$ cat src/rtl/serial_subtractor.sv
// rtl/serial_subtractor.sv - bit-serial unsigned subtractor with one borrow flop
// Computes a - b LSB first over WIDTH cycles, then holds the result under valid/ack.
module serial_subtractor #(
  parameter int WIDTH = 8
) (
  input  logic             clk,
  input  logic             rst,
  input  logic             start,
  input  logic [WIDTH-1:0] a,
  input  logic [WIDTH-1:0] b,
  output logic             ready,
  output logic [WIDTH-1:0] d,
  output logic             bout,
  output logic             valid,
  input  logic             ack
);

  // One extra counter bit keeps WIDTH=1 and power-of-two widths representable.
  localparam int CW = $clog2(WIDTH) + 1;
  localparam logic [CW-1:0] LAST = CW'(WIDTH - 1);

  typedef enum logic [1:0] {
    IDLE,
    RUN,
    DONE
  } state_t;

  state_t           state;
  state_t           state_nxt;
  logic [WIDTH-1:0] opa;
  logic [WIDTH-1:0] opb;
  logic [WIDTH-1:0] res;
  logic             br;
  logic [CW-1:0]    cnt;

  logic             x;
  logic             y;
  logic             dbit;
  logic             br_nxt;
  logic [WIDTH:0]   res_cat;

  always_comb begin
    x       = opa[0];
    y       = opb[0];
    dbit    = x ^ y ^ br;
    br_nxt  = (~x & y) | (~(x ^ y) & br);
    res_cat = {dbit, res};
  end

  always_comb begin
    state_nxt = state;
    case (state)
      IDLE:    if (start) state_nxt = RUN;
      RUN:     if (cnt == LAST) state_nxt = DONE;
      DONE:    if (ack) state_nxt = IDLE;
      default: state_nxt = IDLE;
    endcase
  end

  always_ff @(posedge clk) begin
    if (rst) begin
      state <= IDLE;
    end else begin
      state <= state_nxt;
    end
  end

  always_ff @(posedge clk) begin
    if (rst) begin
      opa <= '0;
      opb <= '0;
      res <= '0;
      br  <= 1'b0;
      cnt <= '0;
    end else begin
      case (state)
        IDLE: begin
          if (start) begin
            opa <= a;
            opb <= b;
            br  <= 1'b0;
            cnt <= '0;
          end
        end
        RUN: begin
          // Difference bits enter at the MSB so the LSB lands in bit 0 after WIDTH shifts.
          opa <= opa >> 1;
          opb <= opb >> 1;
          res <= res_cat[WIDTH:1];
          br  <= br_nxt;
          cnt <= cnt + 1'b1;
        end
        default: begin
        end
      endcase
    end
  end

  assign ready = (state == IDLE);
  assign valid = (state == DONE);
  assign d     = res;
  assign bout  = br;

endmodule

$ cat config.mk
export PLATFORM = sky130hd
export DESIGN_NAME = serial_subtractor
export DESIGN_NICKNAME = d
export VERILOG_FILES = /design/src/rtl/serial_subtractor.sv
export SDC_FILE = /design/constraint.sdc
export NUM_CORES = 1
export LEC_CHECK = 0
export CORE_UTILIZATION = 50
export DETAILED_ROUTE_END_ITERATION = 12
export HOLD_SLACK_MARGIN = 0.1
export PLACE_DENSITY_LB_ADDON = 0.3
export SLEW_MARGIN = 20
export SYNTH_ARGS = -nofsm -noshare
export SYNTH_HDL_FRONTEND = slang
export SYNTH_SLANG_ARGS = --single-unit
export TNS_END_PERCENT = 30
$ cat constraint.sdc
create_clock -name clk -period 2.3 [get_ports clk]
set_input_delay 0.69 -clock clk [delete_from_list [all_inputs] [get_ports clk]]
set_output_delay 0.69 -clock clk [all_outputs]
set_load 0.1 [all_outputs]
# Word-level counts from Yosys, hierarchy flattened
# Cells that the tools add are included.
dict set report op_classes {
  addsub 1
  n_eq_ne 6
  n_mux 12
  n_bitwise 7
  reduce_logical 4
}
# operator count
set op_table {}
lappend op_table {{8-bit one-hot mux with 2 select lines} 2}
lappend op_table {{8-bit two-way mux} 2}
lappend op_table {{4-bit one-hot mux with 2 select lines} 1}
lappend op_table {{2-bit two-way mux} 3}
lappend op_table {{2-bit one-hot mux with 3 select lines} 1}
lappend op_table {{4-bit by 1-bit adder with 4-bit output, second input constant} 1}
lappend op_table {{4-bit by 3-bit == test with 1-bit output, second input constant} 1}
lappend op_table {{4-bit two-way mux} 1}
lappend op_table {{2-bit inequality test, second input constant} 2}
lappend op_table {{3-bit AND reduction} 1}
lappend op_table {{1-bit AND} 2}
lappend op_table {{2-bit by 1-bit == test with 1-bit output, second input constant} 1}
lappend op_table {{2-bit == test, second input constant} 1}
lappend op_table {{2-bit zero test} 1}
lappend op_table {{2-bit by 1-bit inequality test with 1-bit output, second input constant} 1}
lappend op_table {{1-bit NOT} 2}
lappend op_table {{1-bit one-hot mux with 2 select lines} 1}
lappend op_table {{2-bit AND reduction} 1}
lappend op_table {{2-bit nonzero test} 1}
lappend op_table {{1-bit bitwise XOR} 2}
lappend op_table {{1-bit two-way mux} 1}
lappend op_table {{1-bit OR} 1}
dict set report word_totals {
  register_bits 31
  out_inout_bits 11
}

# Longest topological paths before layout
# Gate-level depths: netlist of run 1.
dict set report logic_depth {
  depth_word 5
  depth_mapped 5
  ltp_nobuf 4
}

# Worst setup path after synthesis of run 1
# Ideal clock, no wire load.
dict set report synth_path {
  path_type {register -> output}
  from {register state[0]}
  to {output ready}
  arrival_time_ps 2026
  required_time_ps 1610
  setup_slack_ps -416
  path_stages_with_launch 5
  path_buffers 3
  path_cell_list {dfxtp_1 buf_4 buf_6 buf_4 nor2_1}
}
dict set report synth_between {
  elab_chain_cells 1
}
# item line
set synth_rtl {}
lappend synth_rtl {{from (decl)} 28} ;# state_t state;
lappend synth_rtl {{from (signal assigned)} 64} ;# state <= state_nxt;
lappend synth_rtl {{2-bit zero test} 99} ;# assign ready = (state == IDLE);
lappend synth_rtl {{to (decl)} 11} ;# output logic ready,
# No other way between the ends.

# Worst setup path in the final report of run 1
dict set report layout_path {
  from {register state[0]}
  to {output valid}
}
dict set report layout_between {
  elab_chain_cells 1
}
# item line
set layout_rtl {}
lappend layout_rtl {{2-bit == test} 100} ;# assign valid = (state == DONE);
lappend layout_rtl {{to (decl)} 14} ;# output logic valid,
# No other way between the ends.

==> flow_metrics.env, run 1 <==
export IMPL_mostFrequentLayoutCells="dfxtp_1, a21oi_1, nor2_1"
export IMPL_cp_required_ns=1.61
export IMPL_post_cts_setup_buffers=0
export IMPL_synthXorXnorAreaFrac=0
export IMPL_r2r_slack_ns=0.67
export IMPL_place_ws_ns=0.246
export IMPL_grt_overflow=0
export IMPL_cts_resized_gates=0
export IMPL_synth_adder_area_share=0.0213
export IMPL_maxSlewHeadroom=0.789
export IMPL_nets=233
export IMPL_syn_nets=203
export IMPL_clock_latency_ns=0.33
export IMPL_drt_iter0_markers=63
export IMPL_final_common_cell="dfxtp_1"
export IMPL_cts_buffers=5
export IMPL_arrival_ns=1.25
export IMPL_hp_class="reg -> reg"
export IMPL_design_die_area_sq_mm=0.00329
export IMPL_cp_slowest_stage_delay_ns=0.41
export IMPL_routed_wl_um=3370
export IMPL_io_pin_count=31
export IMPL_drtPass1Iterations=8
export IMPL_muxShareOfSynthArea=0
export IMPL_cts_root_buffer="clkbuf_4"
export IMPL_grt_use_total=0.225
export IMPL_dp_hpwl_um=2330
export IMPL_wl_per_cell_um=13.9
export IMPL_cts_hold_buf=0
export IMPL_setup_viol=0
export IMPL_status="complete, but fails checks"
export IMPL_worst_path_buf_inv=1
export IMPL_drive_gt1_frac=0.203
export IMPL_register_area_sq_um=621
export IMPL_finalWorstPathRequiredPeriod_ns=1.94
export IMPL_synth_simple_gate_area_frac=0.226
export IMPL_final_area_sq_mm=0.00191
export IMPL_std_cell_rows=19
export IMPL_power_w=0.00140
export IMPL_synth_compound_area_frac=0.254
export IMPL_drtAntennaViolNets=0
export IMPL_syn_inst=181
export IMPL_grt_pass1_vias=1294
export IMPL_yosysWarnings=0
export IMPL_synth_top_family_by_area="compound AO/OA/AOI/OAI gates"
export IMPL_cts_tree="built"
export IMPL_die_x_um=57.3
export IMPL_cpMaxStageDelayCell="dfxtp_1"
export IMPL_finalHoldViolCount=0
export IMPL_core_area_sq_mm=0.00283
export IMPL_rsz0062_at_grt="false"
export IMPL_cts_clk_slew_worst_paths_ns=0.10
export IMPL_diodes=0
export IMPL_multi_input_area_sq_um=771
export IMPL_peakVddDrop_mv=0.455
export IMPL_antenna_found_initial=0
export IMPL_worst_slack_ns=0.357
export IMPL_initial_core_util=0.541
export IMPL_fill_cells=234
export IMPL_cts_sinks=31
export IMPL_worstSetupPathType="reg -> out"
export IMPL_period_share=0.845
export IMPL_grt_max_degree=23
export IMPL_timing_fmax_ghz=0.515
export IMPL_avgSynthCellArea_sq_um=8.45
export IMPL_drc=2
export IMPL_ys_seq_elements=31
export IMPL_cts_htree_levels=2
export IMPL_die_y_um=57.3
export IMPL_synth_area_sq_mm=0.00153
export IMPL_vias=1352
export IMPL_synthToLayoutAreaGrowth_pct=24.7
export IMPL_path_cells="nor2b_1 -> buf_12"
export IMPL_grt_pass1_wl_um=5650
export IMPL_clock_skew_ns=0.0111
export IMPL_violations="design-rule violations"
export IMPL_ys_seq_area_frac=0.406
export IMPL_end_kind="output pin"
export IMPL_worstSetupStartpointType="register"
export IMPL_crit_path_max_fanout=8
export IMPL_via_per_inst=5.56
export IMPL_portBuffers=30
export IMPL_cts_buffer_depth=2
export IMPL_placed_area_sq_mm=0.00182
export IMPL_cap_viol_max_count=0
export IMPL_worst_pin_slew_ns=0.316
export IMPL_gp_congestion=0.765
export IMPL_power_density_mw_per_mm2=734
export IMPL_crit_family="flip-flops"
export IMPL_ys_types=32
export IMPL_p_leak_nw=0.760
export IMPL_fin_util=0.674
export IMPL_timing_final_max_slew_violations=0
## cells in the mapped netlist
library cell	n	area, sq um
o22ai_1	2	12.5
o21ai_0	1	5.00
nor2b_1	5	31.3
nand3_1	2	10.0
a31oi_1	2	12.5
nor3b_1	1	7.51
o21bai_2	1	11.3
buf_6	3	33.8
fa_1	1	20.0
buf_4	6	45.0
or3b_1	5	43.8
nor2_1	21	78.8
nand2b_4	1	13.8
a211oi_1	1	7.51
nor2b_4	1	13.8
ha_1	1	12.5
nand2b_1	6	37.5
a22oi_1	2	15.0
or2_2	1	6.26
a211oi_2	1	12.5
o22a_1	4	35.0
o21ba_4	1	16.3
o21ba_2	1	10.0
o221a_2	9	101
a21oi_1	30	150
dfxtp_1	31	621
nor3_1	6	30.0
clkbuf_1	3	11.3
buf_2	2	10.0
or3_1	1	6.26
inv_1	11	41.3
nand2_1	18	67.6
## path summary, 6_finish.rpt
kind	endpoint	depth (start not counted)	startpoint
setup / recovery	valid	2	state[0]
hold / removal	d[0]	2	d[0]
setup reg to reg	cnt[3]	4	state[0]
hold reg to reg	d[0]	2	d[0]
## power by group
group / total (W) / internal (W) / switching, W
Combinational: 0.000338 / 0.000149 / 0.000189
Sequential: 0.000620 / 0.000582 / 0.0000380
Clock: 0.000443 / 0.000257 / 0.000186
Total: 0.00140 / 0.000988 / 0.000413
## cells by family after synthesis
| logic type | count (synthesis) |
|---|---|
| AND/OR/NAND/NOR | 68 |
| AO/OA/AOI/OAI | 55 |
| flip-flops | 31 |
| buffers and inverters | 25 |
| adder cells (fa/ha/maj) | 2 |
## metrics by stage
| step | TNS (ns) | hold slack (ns) | instances |
|---|---|---|---|
| after floorplan | -0.446 | 0.449 | 181 |
| after global placement | 0 | 0.446 | 235 |
| after detailed placement | 0 | 0.451 | 235 |
| after CTS | 0 | 0.466 | 243 |
| after global routing | 0 | 0.478 | 243 |
| final | 0 | 0.462 | 243 |
## worst reg2reg max path: stages (launching register included)
cell      delay [ns]
dfxtp_1         0.51
buf_4           0.33
nand2b_4        0.19
or3_1           0.38
a31oi_1         0.16
## metal layers
layer / vias to the layer above / track usage / part of all wire / wire length [um]
met5: - / 0 / 0 / 0
met4: 0 / 0.105 / 0.014 / 47
met3: 5 / 0.0499 / 0.043 / 146
met2: 31 / 0.375 / 0.49 / 1640
met1: 632 / 0.277 / 0.45 / 1530
li1: 684 / - / - / -
## state kept, by name, indices dropped and copies added (netlist names)
register	count
d	8
opa	8
opb	8
cnt	4
state	2
bout	1
## area by class of cell
cell class,count,area share
Sequential cell,31,0.325
Clock buffer,6,0.0269
Inverter,11,0.0216
Clock inverter,2,0.0184
Tap cell,31,0.0203
Multi-Input combinational cell,125,0.404
Timing Repair Buffer,37,0.184
Note: power is estimated with default switching activity, not from simulation.
==> inputs of run 2 (changes only) <==
Clock period 2.3 ns to 1.84 ns, I/O delays scaled along.
==> run 2 against run 1 <==
Compared with the run above: the flow still finishes with violations (design-rule violations); hold slack improved by 0.036 ns; sequential power rose by 26%; critical path depth did not move; final area rose by 6.5%; clock power barely moved; count of clock-buffer cells in the layout rose by 2; critical path type unchanged; largest cell class unchanged; largest power group unchanged.
==> flow_metrics.env, run 2 (synthesis results as in run 1) <==
export IMPL_period_share=0.921
export IMPL_routed_wl_um=3390
export IMPL_worstSetupStartpointType="register"
export IMPL_cts_htree_levels=2
export IMPL_via_per_inst=5.59
export IMPL_cts_buffer_depth=2
export IMPL_power_w=0.00167
export IMPL_drtAntennaViolNets=0
export IMPL_core_area_sq_mm=0.00283
export IMPL_crit_path_max_fanout=10
export IMPL_drtPass1Iterations=8
export IMPL_grt_pass1_wl_um=5710
export IMPL_finalHoldViolCount=0
export IMPL_grt_pass1_vias=1326
export IMPL_fin_util=0.718
export IMPL_die_x_um=57.3
export IMPL_cts_root_buffer="clkbuf_4"
export IMPL_die_y_um=57.3
export IMPL_timing_final_max_slew_violations=0
export IMPL_nets=234
export IMPL_dpl_cell_count=236
export IMPL_cts_buffers=5
export IMPL_cap_viol_max_count=0
export IMPL_violations="design-rule violations"
export IMPL_dp_hpwl_um=2410
export IMPL_vias=1363
export IMPL_io_pin_count=31
export IMPL_maxSlewHeadroom=0.805
export IMPL_cts_clk_slew_worst_paths_ns=0.09
export IMPL_worst_pin_slew_ns=0.292
export IMPL_drc=3
export IMPL_diodes=0
export IMPL_grt_overflow=0
export IMPL_antenna_found_initial=0
export IMPL_grt_max_degree=21
export IMPL_hp_class="reg -> reg"
export IMPL_instances_no_fill=244
export IMPL_mostFrequentLayoutCells="a21oi_1, dfxtp_1, nor2_1"
export IMPL_power_density_mw_per_mm2=820
export IMPL_p_leak_nw=0.786
export IMPL_grt_use_total=0.224
export IMPL_tns_ns=0
export IMPL_worstSetupPathType="reg -> out"
export IMPL_cts_sinks=31
export IMPL_std_cell_rows=19
export IMPL_gp_congestion=0.788
export IMPL_peakVddDrop_mv=0.511
export IMPL_timing_fmax_ghz=0.590
export IMPL_final_area_sq_mm=0.00203
export IMPL_initial_core_util=0.541
export IMPL_register_area_sq_um=622
export IMPL_finalWorstPathRequiredPeriod_ns=1.69
export IMPL_post_cts_setup_buffers=0
export IMPL_synthToLayoutAreaGrowth_pct=32.8
export IMPL_clock_latency_ns=0.31
export IMPL_fill_cells=215
export IMPL_placed_area_sq_mm=0.00196
export IMPL_rsz0062_at_grt="false"
export IMPL_cp_required_ns=1.29
export IMPL_clock_skew_ns=0.00628
export IMPL_drive_gt1_frac=0.211
export IMPL_multi_input_area_sq_um=778
export IMPL_status="complete, but fails checks"
export IMPL_cts_tree="built"
export IMPL_wl_per_cell_um=13.9
export IMPL_arrival_ns=1.14
export IMPL_design_die_area_sq_mm=0.00329
export IMPL_drt_iter0_markers=55
export IMPL_end_kind="output pin"
export IMPL_portBuffers=30
export IMPL_setup_viol=0
==> run 2: what timing repair did <==
item	4_1_cts	5_1_grt
hold buffers	0	0
endpoints found under the setup margin	1	0
resized for setup	1	0
==> run 2: worst paths after layout <==
kind / from / depth (start not counted) / to / slack (ns)
max: state[0] / 2 / valid / 0.15
min: opa[3] / 2 / opa[3] / 0.50
max reg2reg: state[0] / 4 / opa[2] / 0.47
min reg2reg: opa[3] / 2 / opa[3] / 0.50
==> run 2: where the power goes <==
part / leakage, nW / total (W) / internal [W] / switching [W]
combinational: 0.493 / 0.000438 / 0.000204 / 0.000234
clock: 0.0386 / 0.000444 / 0.000225 / 0.000220
sequential: 0.255 / 0.000784 / 0.000729 / 0.0000554
==> run 2: routing by layer <==
layer	global-route usage	wire, um	up-vias	share of wire
met5	0	0	-	0
met4	0.0697	31	0	0.0092
met2	0.390	1670	27	0.49
met3	0.0635	145	5	0.043
met1	0.268	1530	644	0.45
li1	-	-	687	-
==> run 2: per-stage QoR <==
step                      worst slack (ns)  hold slack, ns
after floorplan                     -0.141           0.449
after global placement            -0.00426           0.463
after detailed placement           -0.0674           0.477
after CTS                            0.125           0.494
after global routing                0.0709           0.515
final                                0.145           0.498
==> run 2: layout make-up <==
class | count | area share
multi-input cells | 125 | 0.383
flip-flops and latches | 31 | 0.306
repair buffers | 38 | 0.238
clock buffers | 8 | 0.0339
inverters | 11 | 0.0203
well taps | 31 | 0.0191
==> run 2: critical path, stage by stage (launching register included) <==
cell and delay, ns:
dfxtp_2 0.41, nor2b_2 0.22, buf_12 0.20
==> inputs of run 3 (changes only) <==
Settings changed: PLACE_DENSITY set to 0.89, PLACE_DENSITY_LB_ADDON 0.3 to not set.
==> run 3 against run 2 <==
Compared with the run above: the flow still finishes with violations (design-rule violations); combinational power grew 3%; total power down 3.7%; sequential share of layout area is essentially flat; cell count is 0.82% higher; critical path depth increased by 1; global-route usage is 1.0 points higher; clock power decreased by 15%; die area is the same; final area down 0.25%; wire length shrank 0.68%; register-to-register slack got worse by 0.02 ns; via count increased by 1.0%; critical path type unchanged; critical endpoint is now ready.
==> flow_metrics.env, run 3 (synthesis results as in run 1) <==
export IMPL_status="complete, but fails checks"
export IMPL_violations="design-rule violations"
export IMPL_grt_pass1_vias=1340
export IMPL_cts_htree_levels=2
export IMPL_antenna_found_initial=0
export IMPL_cp_required_ns=1.29
export IMPL_cts_resized_gates=0
export IMPL_drtPass1Iterations=8
export IMPL_cts_sinks=31
export IMPL_power_w=0.00160
export IMPL_crit_path_max_fanout=22
export IMPL_drt_iter0_markers=74
export IMPL_met1_length_um=1570
export IMPL_instances_no_fill=246
export IMPL_cts_hold_buf=0
export IMPL_design_die_area_sq_mm=0.00329
export IMPL_grt_overflow=0
export IMPL_die_y_um=57.3
export IMPL_cts_clk_slew_worst_paths_ns=0.10
export IMPL_via_per_inst=5.60
export IMPL_p_leak_nw=0.787
export IMPL_rsz0062_at_grt="false"
export IMPL_dpl_cell_count=238
export IMPL_end_kind="output pin"
export IMPL_grt_pass1_wl_um=5880
export IMPL_std_cell_rows=19
export IMPL_worstSetupStartpointType="register"
export IMPL_routed_wl_met3_um=157
export IMPL_finalWorstPathRequiredPeriod_ns=1.74
export IMPL_drc=2
export IMPL_grt_use_total=0.234
export IMPL_timing_final_max_slew_violations=0
export IMPL_routed_wl_um=3360
export IMPL_nets=236
export IMPL_clock_skew_ns=0.0118
export IMPL_portBuffers=30
export IMPL_hp_class="reg -> reg"
export IMPL_wl_per_cell_um=13.7
export IMPL_finalHoldViolCount=0
export IMPL_cts_buffers=5
export IMPL_clock_latency_ns=0.34
export IMPL_mostFrequentLayoutCells="dfxtp_1, a21oi_1, nor2_1"
export IMPL_initial_core_util=0.541
export IMPL_core_area_sq_mm=0.00283
export IMPL_cts_buffer_depth=2
export IMPL_synthToLayoutAreaGrowth_pct=32.5
export IMPL_gp_congestion=0.797
export IMPL_die_x_um=57.3
export IMPL_post_cts_setup_buffers=0
export IMPL_peakVddDrop_mv=0.514
export IMPL_diodes=0
export IMPL_period_share=0.945
export IMPL_drive_gt1_frac=0.209
export IMPL_cts_tree="built"
export IMPL_final_common_cell="dfxtp_1"
export IMPL_dp_hpwl_um=2320
export IMPL_power_density_mw_per_mm2=791
export IMPL_wl_met2_um=1560
export IMPL_maxSlewHeadroom=0.798
export IMPL_worstSetupPathType="reg -> out"
export IMPL_io_pin_count=31
export IMPL_timing_fmax_ghz=0.575
export IMPL_vias=1377
export IMPL_cap_viol_max_count=0
export IMPL_grt_max_degree=23
export IMPL_drtAntennaViolNets=0
export IMPL_setup_viol=0
export IMPL_cts_root_buffer="clkbuf_4"
export IMPL_arrival_ns=1.19
export IMPL_top_layer="met4"
export IMPL_worst_pin_slew_ns=0.302
[run 3: worst paths after layout]
| path | start | to | slack [ns] | depth (start not counted) |
|---|---|---|---|---|
| max reg2reg | state[0] | cnt[3] | 0.45 | 4 |
| max | state[0] | ready | 0.10 | 3 |
| min | opa[6] | opa[6] | 0.50 | 2 |
| min reg2reg | opa[6] | opa[6] | 0.50 | 2 |
[run 3: where the power goes]
part | internal, W | switching, W
clock network | 0.000149 | 0.000228
logic | 0.000209 | 0.000244
registers | 0.000728 | 0.0000470
total | 0.00109 | 0.000519
[run 3: metal layers]
layer,vias up,global-route usage
li1,694,-
met1,638,0.287
met2,34,0.380
met3,11,0.0567
met4,0,0.125
met5,-,0
[run 3: area by class of cell]
| class | instances | area (sq um) |
|---|---|---|
| Tap cell | 31 | 38.8 |
| Sequential cell | 31 | 621 |
| Fill cell | 213 | 802 |
| Timing Repair Buffer | 40 | 498 |
| Clock buffer | 7 | 45.0 |
| Multi-Input combinational cell | 125 | 778 |
| Clock inverter | 1 | 5.00 |
| Inverter | 11 | 41.3 |
[run 3: worst max-delay path: stages (launching register included)]
cell	delay (ns)
dfxtp_1	0.32
buf_4	0.21
nor2_4	0.15
buf_12	0.18
[run 3: per-stage QoR]
| stage | TNS (ns) | hold WS (ns) | setup WS, ns | util | instance area [sq um] |
|---|---|---|---|---|---|
| 3_5_place_dp | -0.342 | 0.485 | -0.0658 | 0.699 | 1980 |
| 5_1_grt | 0 | 0.519 | 0.0470 | 0.716 | 2030 |
| 3_3_place_gp | -0.159 | 0.460 | -0.0318 | 0.699 | 1980 |
| 6_report | 0 | 0.496 | 0.102 | 0.716 | 2030 |
| 2_1_floorplan | -0.141 | 0.449 | -0.141 | - | 1540 |
| 4_1_cts | 0 | 0.498 | 0.0895 | 0.716 | 2030 |
